===== config.mk =====
export PLATFORM = sky130hd
export DESIGN_NAME = vga_wb_char_writer
export DESIGN_NICKNAME = d
export VERILOG_FILES = /design/src/rtl/vga_wb_char_writer.sv
export SDC_FILE = /design/constraint.sdc
export NUM_CORES = 1
export LEC_CHECK = 0
export BUFFER_PORTS_ARGS = -buffer_cell sky130_fd_sc_hd__buf_2
export CAP_MARGIN = 20
export CORE_ASPECT_RATIO = 2
export CORE_MARGIN = 8
export CORE_UTILIZATION = 51
export DETAILED_ROUTE_END_ITERATION = 16
export MAX_ROUTING_LAYER = met4
export PLACE_DENSITY = 0.8
export SLEW_MARGIN = 20
export SYNTH_ARGS = -nofsm -noshare
export SYNTH_HDL_FRONTEND = slang
export SYNTH_SLANG_ARGS = --single-unit

===== constraint.sdc =====
create_clock -name wb_clk_i -period 2.22 [get_ports wb_clk_i]
set_input_delay 0.222 -clock wb_clk_i [delete_from_list [all_inputs] [get_ports wb_clk_i]]
set_output_delay 0.222 -clock wb_clk_i [all_outputs]
set_load 0.01 [all_outputs]

===== src/rtl/vga_wb_char_writer.sv =====
// vga_wb_char_writer: Wishbone B3 classic single-access initiator that turns a
// (row, col, char) command into position/character register writes on the
// VGA character peripheral, optionally followed by a readback and compare.
// All bus outputs are registered; each access ends on the first edge that
// samples ack or err with stb high, so a slave that holds ack is not
// double-counted.
module vga_wb_char_writer #(
  parameter bit          VERIFY         = 1'b1,
  parameter int unsigned TIMEOUT_CYCLES = 16,
  parameter logic [7:0]  POS_WR_ADR     = 8'h00,
  parameter logic [7:0]  CHR_WR_ADR     = 8'h0C,
  parameter logic [7:0]  POS_RD_ADR     = 8'h04,
  parameter logic [7:0]  CHR_RD_ADR     = 8'h08
) (
  input  logic        wb_clk_i,
  input  logic        wb_rst_i,
  input  logic        cmd_valid,
  output logic        cmd_ready,
  input  logic [9:0]  cmd_row,
  input  logic [9:0]  cmd_col,
  input  logic [7:0]  cmd_char,
  output logic        wb_cyc_o,
  output logic        wb_stb_o,
  output logic        wb_we_o,
  output logic [7:0]  wb_adr_o,
  output logic [31:0] wb_dat_o,
  output logic [3:0]  wb_sel_o,
  input  logic [31:0] wb_dat_i,
  input  logic        wb_ack_i,
  input  logic        wb_err_i,
  output logic        done_o,
  output logic [2:0]  status_o,
  output logic        busy_o
);

  // Last count value before an unanswered strobe is declared timed out.
  localparam logic [7:0] LP_TMO_LAST = 8'(TIMEOUT_CYCLES - 1);

  typedef enum logic [3:0] {
    S_IDLE,
    S_WR_POS,
    S_GAP1,
    S_WR_CHR,
    S_GAP2,
    S_RD_POS,
    S_GAP3,
    S_RD_CHR,
    S_DONE
  } state_t;

  state_t      r_state;
  state_t      w_state_nxt;

  // Latched command fields.
  logic [9:0]  r_row;
  logic [9:0]  r_col;
  logic [7:0]  r_char;

  // Cycles spent with stb high in the current access.
  logic [7:0]  r_tmo_cnt;

  // Status bits: {timeout, bus_err, mismatch}.
  logic [2:0]  r_status;
  logic [2:0]  w_status_nxt;

  // Registered outputs.
  logic        r_cyc;
  logic        r_stb;
  logic        r_we;
  logic [7:0]  r_adr;
  logic [31:0] r_dat;
  logic        r_done;
  logic        r_busy;
  logic        r_ready;

  // Next values of the registered bus outputs.
  logic        w_cyc_nxt;
  logic        w_stb_nxt;
  logic        w_we_nxt;
  logic [7:0]  w_adr_nxt;
  logic [31:0] w_dat_nxt;

  logic        w_accept;
  logic        w_ack;
  logic        w_err;
  logic        w_tmo;
  logic [31:0] w_pos_word;
  logic [31:0] w_chr_word;

  assign w_accept = cmd_valid & r_ready;

  // err outranks ack on the same edge; both only count while stb is high.
  assign w_err = r_stb & wb_err_i;
  assign w_ack = r_stb & wb_ack_i & ~wb_err_i;
  assign w_tmo = r_stb & ~wb_ack_i & ~wb_err_i & (r_tmo_cnt == LP_TMO_LAST);

  // On the accept edge the latches are not yet loaded, so take the inputs.
  assign w_pos_word = w_accept ? {12'b0, cmd_row, cmd_col} : {12'b0, r_row, r_col};
  assign w_chr_word = w_accept ? {24'b0, cmd_char} : {24'b0, r_char};

  // Next-state and status update: access sequencing, abort and compare.
  always_comb begin
    w_state_nxt  = r_state;
    w_status_nxt = r_status;
    case (r_state)
      S_IDLE: begin
        if (w_accept) begin
          w_state_nxt  = S_WR_POS;
          w_status_nxt = 3'b000;
        end
      end
      S_WR_POS, S_WR_CHR, S_RD_POS, S_RD_CHR: begin
        if (w_err) begin
          w_state_nxt     = S_DONE;
          w_status_nxt[1] = 1'b1;
        end else if (w_ack) begin
          case (r_state)
            S_WR_POS: w_state_nxt = S_GAP1;
            S_WR_CHR: begin
              if (VERIFY) w_state_nxt = S_GAP2;
              else        w_state_nxt = S_DONE;
            end
            S_RD_POS: begin
              w_state_nxt = S_GAP3;
              if (wb_dat_i != w_pos_word) w_status_nxt[0] = 1'b1;
            end
            default: begin
              w_state_nxt = S_DONE;
              if (wb_dat_i != w_chr_word) w_status_nxt[0] = 1'b1;
            end
          endcase
        end else if (w_tmo) begin
          w_state_nxt     = S_DONE;
          w_status_nxt[2] = 1'b1;
        end
      end
      S_GAP1:  w_state_nxt = S_WR_CHR;
      S_GAP2:  w_state_nxt = S_RD_POS;
      S_GAP3:  w_state_nxt = S_RD_CHR;
      S_DONE:  w_state_nxt = S_IDLE;
      default: w_state_nxt = S_IDLE;
    endcase
  end

  // Bus output decode from the state being entered, so outputs are registered.
  always_comb begin
    w_cyc_nxt = 1'b0;
    w_stb_nxt = 1'b0;
    w_we_nxt  = 1'b0;
    w_adr_nxt = 8'h00;
    w_dat_nxt = 32'h0;
    case (w_state_nxt)
      S_WR_POS: begin
        w_cyc_nxt = 1'b1;
        w_stb_nxt = 1'b1;
        w_we_nxt  = 1'b1;
        w_adr_nxt = POS_WR_ADR;
        w_dat_nxt = w_pos_word;
      end
      S_WR_CHR: begin
        w_cyc_nxt = 1'b1;
        w_stb_nxt = 1'b1;
        w_we_nxt  = 1'b1;
        w_adr_nxt = CHR_WR_ADR;
        w_dat_nxt = w_chr_word;
      end
      S_RD_POS: begin
        w_cyc_nxt = 1'b1;
        w_stb_nxt = 1'b1;
        w_adr_nxt = POS_RD_ADR;
      end
      S_RD_CHR: begin
        w_cyc_nxt = 1'b1;
        w_stb_nxt = 1'b1;
        w_adr_nxt = CHR_RD_ADR;
      end
      S_GAP1, S_GAP2, S_GAP3: begin
        w_cyc_nxt = 1'b1;
      end
      default: begin
        w_cyc_nxt = 1'b0;
      end
    endcase
  end

  // State register and registered outputs; reset aborts any bus cycle at once.
  always_ff @(posedge wb_clk_i or posedge wb_rst_i) begin
    if (wb_rst_i) begin
      r_state  <= S_IDLE;
      r_status <= 3'b000;
      r_cyc    <= 1'b0;
      r_stb    <= 1'b0;
      r_we     <= 1'b0;
      r_adr    <= 8'h00;
      r_dat    <= 32'h0;
      r_done   <= 1'b0;
      r_busy   <= 1'b0;
      r_ready  <= 1'b0;
    end else begin
      r_state  <= w_state_nxt;
      r_status <= w_status_nxt;
      r_cyc    <= w_cyc_nxt;
      r_stb    <= w_stb_nxt;
      r_we     <= w_we_nxt;
      r_adr    <= w_adr_nxt;
      r_dat    <= w_dat_nxt;
      r_done   <= (w_state_nxt == S_DONE);
      r_busy   <= (w_state_nxt != S_IDLE);
      r_ready  <= (w_state_nxt == S_IDLE);
    end
  end

  // Command latch: loaded only on accept so later input changes are ignored.
  always_ff @(posedge wb_clk_i or posedge wb_rst_i) begin
    if (wb_rst_i) begin
      r_row  <= 10'd0;
      r_col  <= 10'd0;
      r_char <= 8'd0;
    end else if (w_accept) begin
      r_row  <= cmd_row;
      r_col  <= cmd_col;
      r_char <= cmd_char;
    end
  end

  // Timeout counter: cleared on entry to each access, counts unanswered stb cycles.
  always_ff @(posedge wb_clk_i or posedge wb_rst_i) begin
    if (wb_rst_i) begin
      r_tmo_cnt <= 8'd0;
    end else if (w_stb_nxt && (w_state_nxt != r_state)) begin
      r_tmo_cnt <= 8'd0;
    end else if (r_stb) begin
      r_tmo_cnt <= r_tmo_cnt + 8'd1;
    end else begin
      r_tmo_cnt <= 8'd0;
    end
  end

  assign cmd_ready = r_ready;
  assign wb_cyc_o  = r_cyc;
  assign wb_stb_o  = r_stb;
  assign wb_we_o   = r_we;
  assign wb_adr_o  = r_adr;
  assign wb_dat_o  = r_dat;
  assign wb_sel_o  = {4{r_stb}};
  assign done_o    = r_done;
  assign status_o  = r_status;
  assign busy_o    = r_busy;

endmodule

==> results of run 1 <==
what timing repair did:
action	in CTS	in global routing
hold buffers	1	0
endpoints found under the hold margin	71	0
endpoints found under the setup margin	0	0
Yosys cell counts (all sizes together) (2+ instances only):
cell / n
a211oi: 3
a21oi: 13
a221oi: 2
a222oi: 3
a22oi: 2
a31oi: 4
and3: 5
buf: 27
clkbuf: 5
dfrtp: 71
inv: 31
mux2i: 9
nand2: 72
nand2b: 9
nand3: 9
nand4: 6
nand4b: 2
nor2: 28
nor2b: 7
nor3: 2
nor4: 9
o2111ai: 2
o21ai: 10
o221ai: 2
o22ai: 6
o2bb2ai: 2
o31ai: 2
xnor2: 21
xor2: 15
kinds of logic after synthesis:
kind of cell,after synthesis
compound gates,59
xor+xnor,36
fa+ha+maj,1
buf+inv,63
flops,71
mux,9
other cells,1
simple gates,157
flip-flops by register name (all words and copies together) (netlist names):
signal and flops:
r_state 4, busy_o 1, wb_dat_o 20, r_col 10, r_tmo_cnt 8, done_o 1, wb_stb_o 1, wb_cyc_o 1
status_o 3, r_row 10, wb_we_o 1, r_char 8, cmd_ready 1, wb_adr_o 2
where the power goes:
group          internal (mW)  total, mW  switching [mW]
clock                  0.903       1.47           0.571
sequential              1.77       2.07           0.303
combinational          0.864       2.31            1.44
layer usage:
metal,vias to the layer above,track usage,share of wire
li1,1510,-,-
met1,1572,0.198,0.34
met2,159,0.400,0.54
met3,47,0.0464,0.060
met4,0,0.169,0.058
met5,-,-,0
area by class of cell:
type / instances / area share
flip-flops and latches: 71 / 0.386
repair buffers: 106 / 0.122
multi-input cells: 280 / 0.374
well taps: 92 / 0.0250
clock inverters: 6 / 0.0152
inverters: 31 / 0.0253
clock buffers: 10 / 0.0519
worst max path at each step:
stage	startpoint	end	slack, ns	depth (start not counted)
after floorplan	wb_rst_i	busy_o$_DFF_PP0_	0.20	1
after global placement	cmd_ready$_DFF_PP0_	status_o[0]$_DFFE_PP0P_	0.22	5
after detailed placement	r_tmo_cnt[0]$_DFF_PP0_	wb_dat_o[17]$_DFF_PP0_	0.20	7
after CTS	r_tmo_cnt[0]$_DFF_PP0_	wb_dat_o[17]$_DFF_PP0_	0.17	7
after global routing	r_tmo_cnt[0]$_DFF_PP0_	wb_dat_o[15]$_DFF_PP0_	0.04	7
final	r_tmo_cnt[0]$_DFF_PP0_	wb_dat_o[17]$_DFF_PP0_	0.17	7
metrics by stage:
stage	setup WS (ns)	utilization	hold WS, ns	area [um^2]	instances
2_1_floorplan	0.201	-	0.347	3830	414
3_3_place_gp	0.222	0.594	0.328	4280	579
3_5_place_dp	0.196	0.594	0.337	4280	579
4_1_cts	0.174	0.638	0.121	4600	596
5_1_grt	0.0397	0.638	0.154	4600	596
6_report	0.168	0.638	0.124	4600	596
worst min-delay path, stage by stage:
cell	delay, ns
buf_2	0.09
nand2_1	0.04
nand2_1	0.06
==> impl_metrics.env, run 1 <==
export IMPL_status="finished clean"
export IMPL_hold_viol=0
export IMPL_seq_area_mm2=0.00178
export IMPL_r2r_slack_ns=0.17
export IMPL_dieWidth_um=76.8
export IMPL_cp_common_cell="and3_1"
export IMPL_synth_edff_count=0
export IMPL_grt_usage=0.222
export IMPL_port_buffer_count=99
export IMPL_grt_pass1_wl_mm=17.7
export IMPL_cp_max_fo=12
export IMPL_place_congestion=0.928
export IMPL_vias=3288
export IMPL_synthCells=397
export IMPL_fmaxAchievable_mhz=487
export IMPL_fin_crit_sh=0.924
export IMPL_hold_class="primary input to flip-flop"
export IMPL_synth_seq_area_share=0.471
export IMPL_cp_data_required_time_ns=2.48
export IMPL_synth_fa_ha_area_frac=0.00332
export IMPL_synthArstFlopShare=1.00
export IMPL_multi_input_area_mm2=0.00172
export IMPL_reg2reg_depth=7
export IMPL_mostFrequentLayoutCells="buf_2, nand2_1, dfrtp_1, inv_1, nor2_1"
export IMPL_ys_ff_latch=71
export IMPL_clock_path_buffers=2
export IMPL_synth_top_area_share=0.471
export IMPL_synth_cell_area_mm2=0.00377
export IMPL_start_util=0.523
export IMPL_critPathArrivalTime_ns=2.31
export IMPL_drtAntennaViolNets=0
export IMPL_syn_avg_cell_area_um2=9.49
export IMPL_dieHeight_um=138
export IMPL_dp_hpwl_mm=8.58
export IMPL_drt_iter0_drc=150
export IMPL_slowest_delay_ns=0.39
export IMPL_holdPathEnd="r_char[3]$_DFFE_PP0P_"
export IMPL_synth_simple_area_share=0.206
export IMPL_max_slew_margin=0.538
export IMPL_antenna_found_initial=0
export IMPL_area_growth_pct=22.1
export IMPL_p_leak_nw=2.39
export IMPL_clock_latency_ns=0.34
export IMPL_critPathBufInv=1
export IMPL_grt_pass1_vias=3636
export IMPL_clock_sinks=71
export IMPL_cts_setup_buffers=0
export IMPL_vdd_drop_max_v=0.000740
export IMPL_clockRootBuffer="clkbuf_16"
export IMPL_drive_gt1_frac=0.280
export IMPL_crit_family="simple AND/OR/NAND/NOR gates"
export IMPL_cts_clk_slew_worst_paths_ns=0.06
export IMPL_boundaryPins=118
export IMPL_cts_tree="done"
export IMPL_path_cells="ha_1 > and3_1 > and3_1 > o31a_1 > inv_2 > nand3_4 > a21oi_2"
export IMPL_hold_depth=3
export IMPL_n_fill_cell=616
export IMPL_path_class="flip-flop to flip-flop"
export IMPL_final_nets=565
export IMPL_cap_violations=0
export IMPL_synth_compound_area_share=0.122
export IMPL_synth_mux_area_fraction=0.0239
export IMPL_grt_overflow_total=0
export IMPL_grt_max_degree=72
export IMPL_start_kind="flip-flop"
export IMPL_cpMaxStageDelayCell="dfrtp_1"
export IMPL_dieArea_mm2=0.0106
export IMPL_fin_total_pwr_mw=5.85
export IMPL_end_kind="flip-flop"
export IMPL_synth_top_family_by_area="simple AND/OR/NAND/NOR gates"
export IMPL_wl_per_cell_um=19.0
export IMPL_coreArea_mm2=0.00721
export IMPL_r2r_start="r_tmo_cnt[0]$_DFF_PP0_"
export IMPL_ys_top_cells_by_area="dfrtp_1, nand2_1, xnor2_1"
export IMPL_tightest_slew_ns=0.692
export IMPL_rsz0062_at_grt="false"
export IMPL_cts_made_buffers=9
export IMPL_yosys_warnings=0
export IMPL_drcViolationCount=0
export IMPL_final_common_cell="buf_2"
export IMPL_vias_per_cell=5.52
export IMPL_synth_main_ff_cell="dfrtp_1"
export IMPL_finalSetupViolCount=0
export IMPL_yosys_area_share_xor_xnor=0.0837
export IMPL_final_setup_tns_ns=0
export IMPL_yosysTopAreaCell="dfrtp_1"
export IMPL_ys_types=57
export IMPL_slew_violations=0
export IMPL_placementRows=44
export IMPL_timing_rr_end="wb_dat_o[17]$_DFF_PP0_"
export IMPL_period_needed_ns=2.05
export IMPL_skew_ns=0.00424
export IMPL_hp_start="cmd_char[3]"
export IMPL_cts_resized_gates=0
export IMPL_dr_pass1_iters=5
export IMPL_wl_mm=11.3
export IMPL_n_antenna_cell=0
export IMPL_cts_htree_levels=3
export IMPL_cellPowerDensity_mw_per_mm2=1270
No activity file was read; power rests on OpenSTA's default activity.
==> inputs of run 2 (changes only) <==
--- a/config.mk
+++ b/config.mk
@@ -12,7 +12,7 @@
 export CORE_UTILIZATION = 51
 export DETAILED_ROUTE_END_ITERATION = 16
 export MAX_ROUTING_LAYER = met4
-export PLACE_DENSITY = 0.8
+export PLACE_DENSITY = 0.86
 export SLEW_MARGIN = 20
 export SYNTH_ARGS = -nofsm -noshare
 export SYNTH_HDL_FRONTEND = slang
==> constraint.sdc (replaced) <==
create_clock -name wb_clk_i -period 2.2 [get_ports wb_clk_i]
set_input_delay 0.22 -clock wb_clk_i [delete_from_list [all_inputs] [get_ports wb_clk_i]]
set_output_delay 0.22 -clock wb_clk_i [all_outputs]
set_load 0.01 [all_outputs]
==> run 2 against run 1 <==
First-iteration DRC count increased by 48%. Global-route usage down 1.4 points. Die area unchanged. Setup slack got worse by 0.021 ns. Combinational power hardly changed. Non-clock buffer count is the same. Register-to-register slack got worse by 0.02 ns. Largest cell class unchanged. Largest power group unchanged.
==> impl_metrics.env, run 2 (synthesis results as in run 1) <==
export IMPL_status="finished clean"
export IMPL_tightest_slew_ns=0.515
export IMPL_seq_area_mm2=0.00178
export IMPL_drive_gt1_frac=0.273
export IMPL_cts_resized_gates=0
export IMPL_cts_made_buffers=9
export IMPL_wl_mm=10.5
export IMPL_top_usage_layer="met2"
export IMPL_clock_latency_ns=0.33
export IMPL_grt_pass1_wl_mm=16.7
export IMPL_start_util=0.523
export IMPL_clock_path_buffers=2
export IMPL_fin_crit_sh=0.933
export IMPL_hold_viol=0
export IMPL_cap_violations=0
export IMPL_dp_hpwl_mm=8.17
export IMPL_end_kind="flip-flop"
export IMPL_mostFrequentLayoutCells="buf_2, nand2_1, dfrtp_1, inv_1, nor2_1"
export IMPL_grt_usage=0.208
export IMPL_drcViolationCount=0
export IMPL_skew_ns=0.00520
export IMPL_clock_sinks=71
export IMPL_r2r_start="r_tmo_cnt[0]$_DFF_PP0_"
export IMPL_rsz0062_at_grt="false"
export IMPL_wl_per_cell_um=17.6
export IMPL_cts_setup_buffers=0
export IMPL_multi_input_area_mm2=0.00172
export IMPL_vias=3297
export IMPL_clockRootBuffer="clkbuf_16"
export IMPL_dr_pass1_iters=5
export IMPL_hp_start="cmd_char[5]"
export IMPL_n_fill_cell=602
export IMPL_hold_depth=3
export IMPL_hold_class="primary input to flip-flop"
export IMPL_design_area_mm2=0.00456
export IMPL_holdPathEnd="r_char[5]$_DFFE_PP0P_"
export IMPL_vias_per_cell=5.55
export IMPL_grt_overflow_total=0
export IMPL_largest_register_ffs=20
export IMPL_finalSetupViolCount=0
export IMPL_vdd_drop_max_v=0.000633
export IMPL_use_met3=0.0556
export IMPL_place_area_mm2=0.00428
export IMPL_period_needed_ns=2.05
export IMPL_path_class="flip-flop to flip-flop"
export IMPL_drtAntennaViolNets=0
export IMPL_final_setup_tns_ns=0
export IMPL_final_util=0.632
export IMPL_area_growth_pct=20.9
export IMPL_cp_max_fo=12
export IMPL_cts_htree_levels=3
export IMPL_placedCellCount=579
export IMPL_drt_iter0_drc=222
export IMPL_n_antenna_cell=0
export IMPL_cellPowerDensity_mw_per_mm2=1250
export IMPL_final_nets=565
export IMPL_place_congestion=0.921
export IMPL_start_kind="flip-flop"
export IMPL_critPathArrivalTime_ns=2.30
export IMPL_fmaxAchievable_mhz=487
export IMPL_final_common_cell="buf_2"
export IMPL_cts_clk_slew_worst_paths_ns=0.05
export IMPL_reg2reg_depth=7
export IMPL_port_buffer_count=99
export IMPL_antenna_found_initial=0
export IMPL_r2r_slack_ns=0.15
export IMPL_placementRows=44
export IMPL_grtUsageMet2=0.350
export IMPL_dieWidth_um=76.8
export IMPL_coreArea_mm2=0.00721
export IMPL_final_cells=594
export IMPL_timing_rr_end="wb_dat_o[15]$_DFF_PP0_"
export IMPL_grt_max_degree=72
export IMPL_grt_pass1_vias=3466
export IMPL_cts_tree="done"
export IMPL_use_met1=0.198
export IMPL_cp_data_required_time_ns=2.45
export IMPL_p_leak_nw=2.38
export IMPL_dieArea_mm2=0.0106
export IMPL_dieHeight_um=138
export IMPL_boundaryPins=118
export IMPL_slew_violations=0
export IMPL_max_slew_margin=0.648
## run 2: cell types whose count changed in the layout (fill, tap and decap cells not counted), sizes merged
| cell | previous run | this run |
|---|---|---|
| bufinv | 1 | 0 |
| clkinvlp | 3 | 0 |
| clkinv | 2 | 1 |
| clkbuf | 10 | 13 |
## run 2: timing repair
action | CTS | global route
endpoints found under the hold margin | 71 | 0
endpoints found under the setup margin | 0 | 0
hold buffers | 1 | 0
## run 2: worst max-delay path by stage
stage	endpoint	slack, ns	startpoint
6_report	wb_dat_o[15]$_DFF_PP0_	0.15	r_tmo_cnt[0]$_DFF_PP0_
5_1_grt	wb_dat_o[15]$_DFF_PP0_	0.05	r_tmo_cnt[0]$_DFF_PP0_
4_1_cts	wb_dat_o[18]$_DFF_PP0_	0.15	r_tmo_cnt[0]$_DFF_PP0_
3_5_place_dp	wb_dat_o[18]$_DFF_PP0_	0.18	r_tmo_cnt[0]$_DFF_PP0_
3_3_place_gp	wb_dat_o[12]$_DFF_PP0_	0.24	r_tmo_cnt[0]$_DFF_PP0_
2_1_floorplan	busy_o$_DFF_PP0_	0.18	wb_rst_i
## run 2: layout make-up
cell class / instances / share of cell area
clock buffers: 13 / 0.0571
clock inverters: 1 / 0.00110
inverters: 31 / 0.0255
multi-input cells: 280 / 0.378
flip-flops and latches: 71 / 0.390
well taps: 92 / 0.0253
repair buffers: 106 / 0.124
## run 2: critical path, cell delays in order (launching register included)
cell and delay [ns]:
dfrtp_1 0.40, ha_1 0.23, and3_1 0.24, and3_1 0.22
o31a_1 0.36, inv_2 0.13, nand3_4 0.21, a21oi_2 0.19
## run 2: report_power, final
| part | internal [mW] | leakage, nW | switching (mW) |
|---|---|---|---|
| sequential | 1.78 | 0.919 | 0.285 |
| clock | 0.809 | 0.132 | 0.487 |
| combinational | 0.872 | 1.33 | 1.44 |
| total | 3.47 | 2.38 | 2.21 |
## run 2: layer usage
layer	part of all wire	up-vias
li1	-	1506
met1	0.34	1548
met2	0.53	198
met3	0.067	45
met4	0.062	0
met5	0	-
## run 2: metrics by stage
| stage | worst slack [ns] | hold WS [ns] | total power [mW] |
|---|---|---|---|
| 3_3_place_gp | 0.238 | 0.323 | 4.29 |
| 4_1_cts | 0.154 | 0.126 | 5.69 |
| 5_1_grt | 0.0455 | 0.139 | 6.03 |
| 2_1_floorplan | 0.183 | 0.345 | 3.71 |
| 3_5_place_dp | 0.176 | 0.329 | 4.37 |
| 6_report | 0.148 | 0.134 | 5.68 |
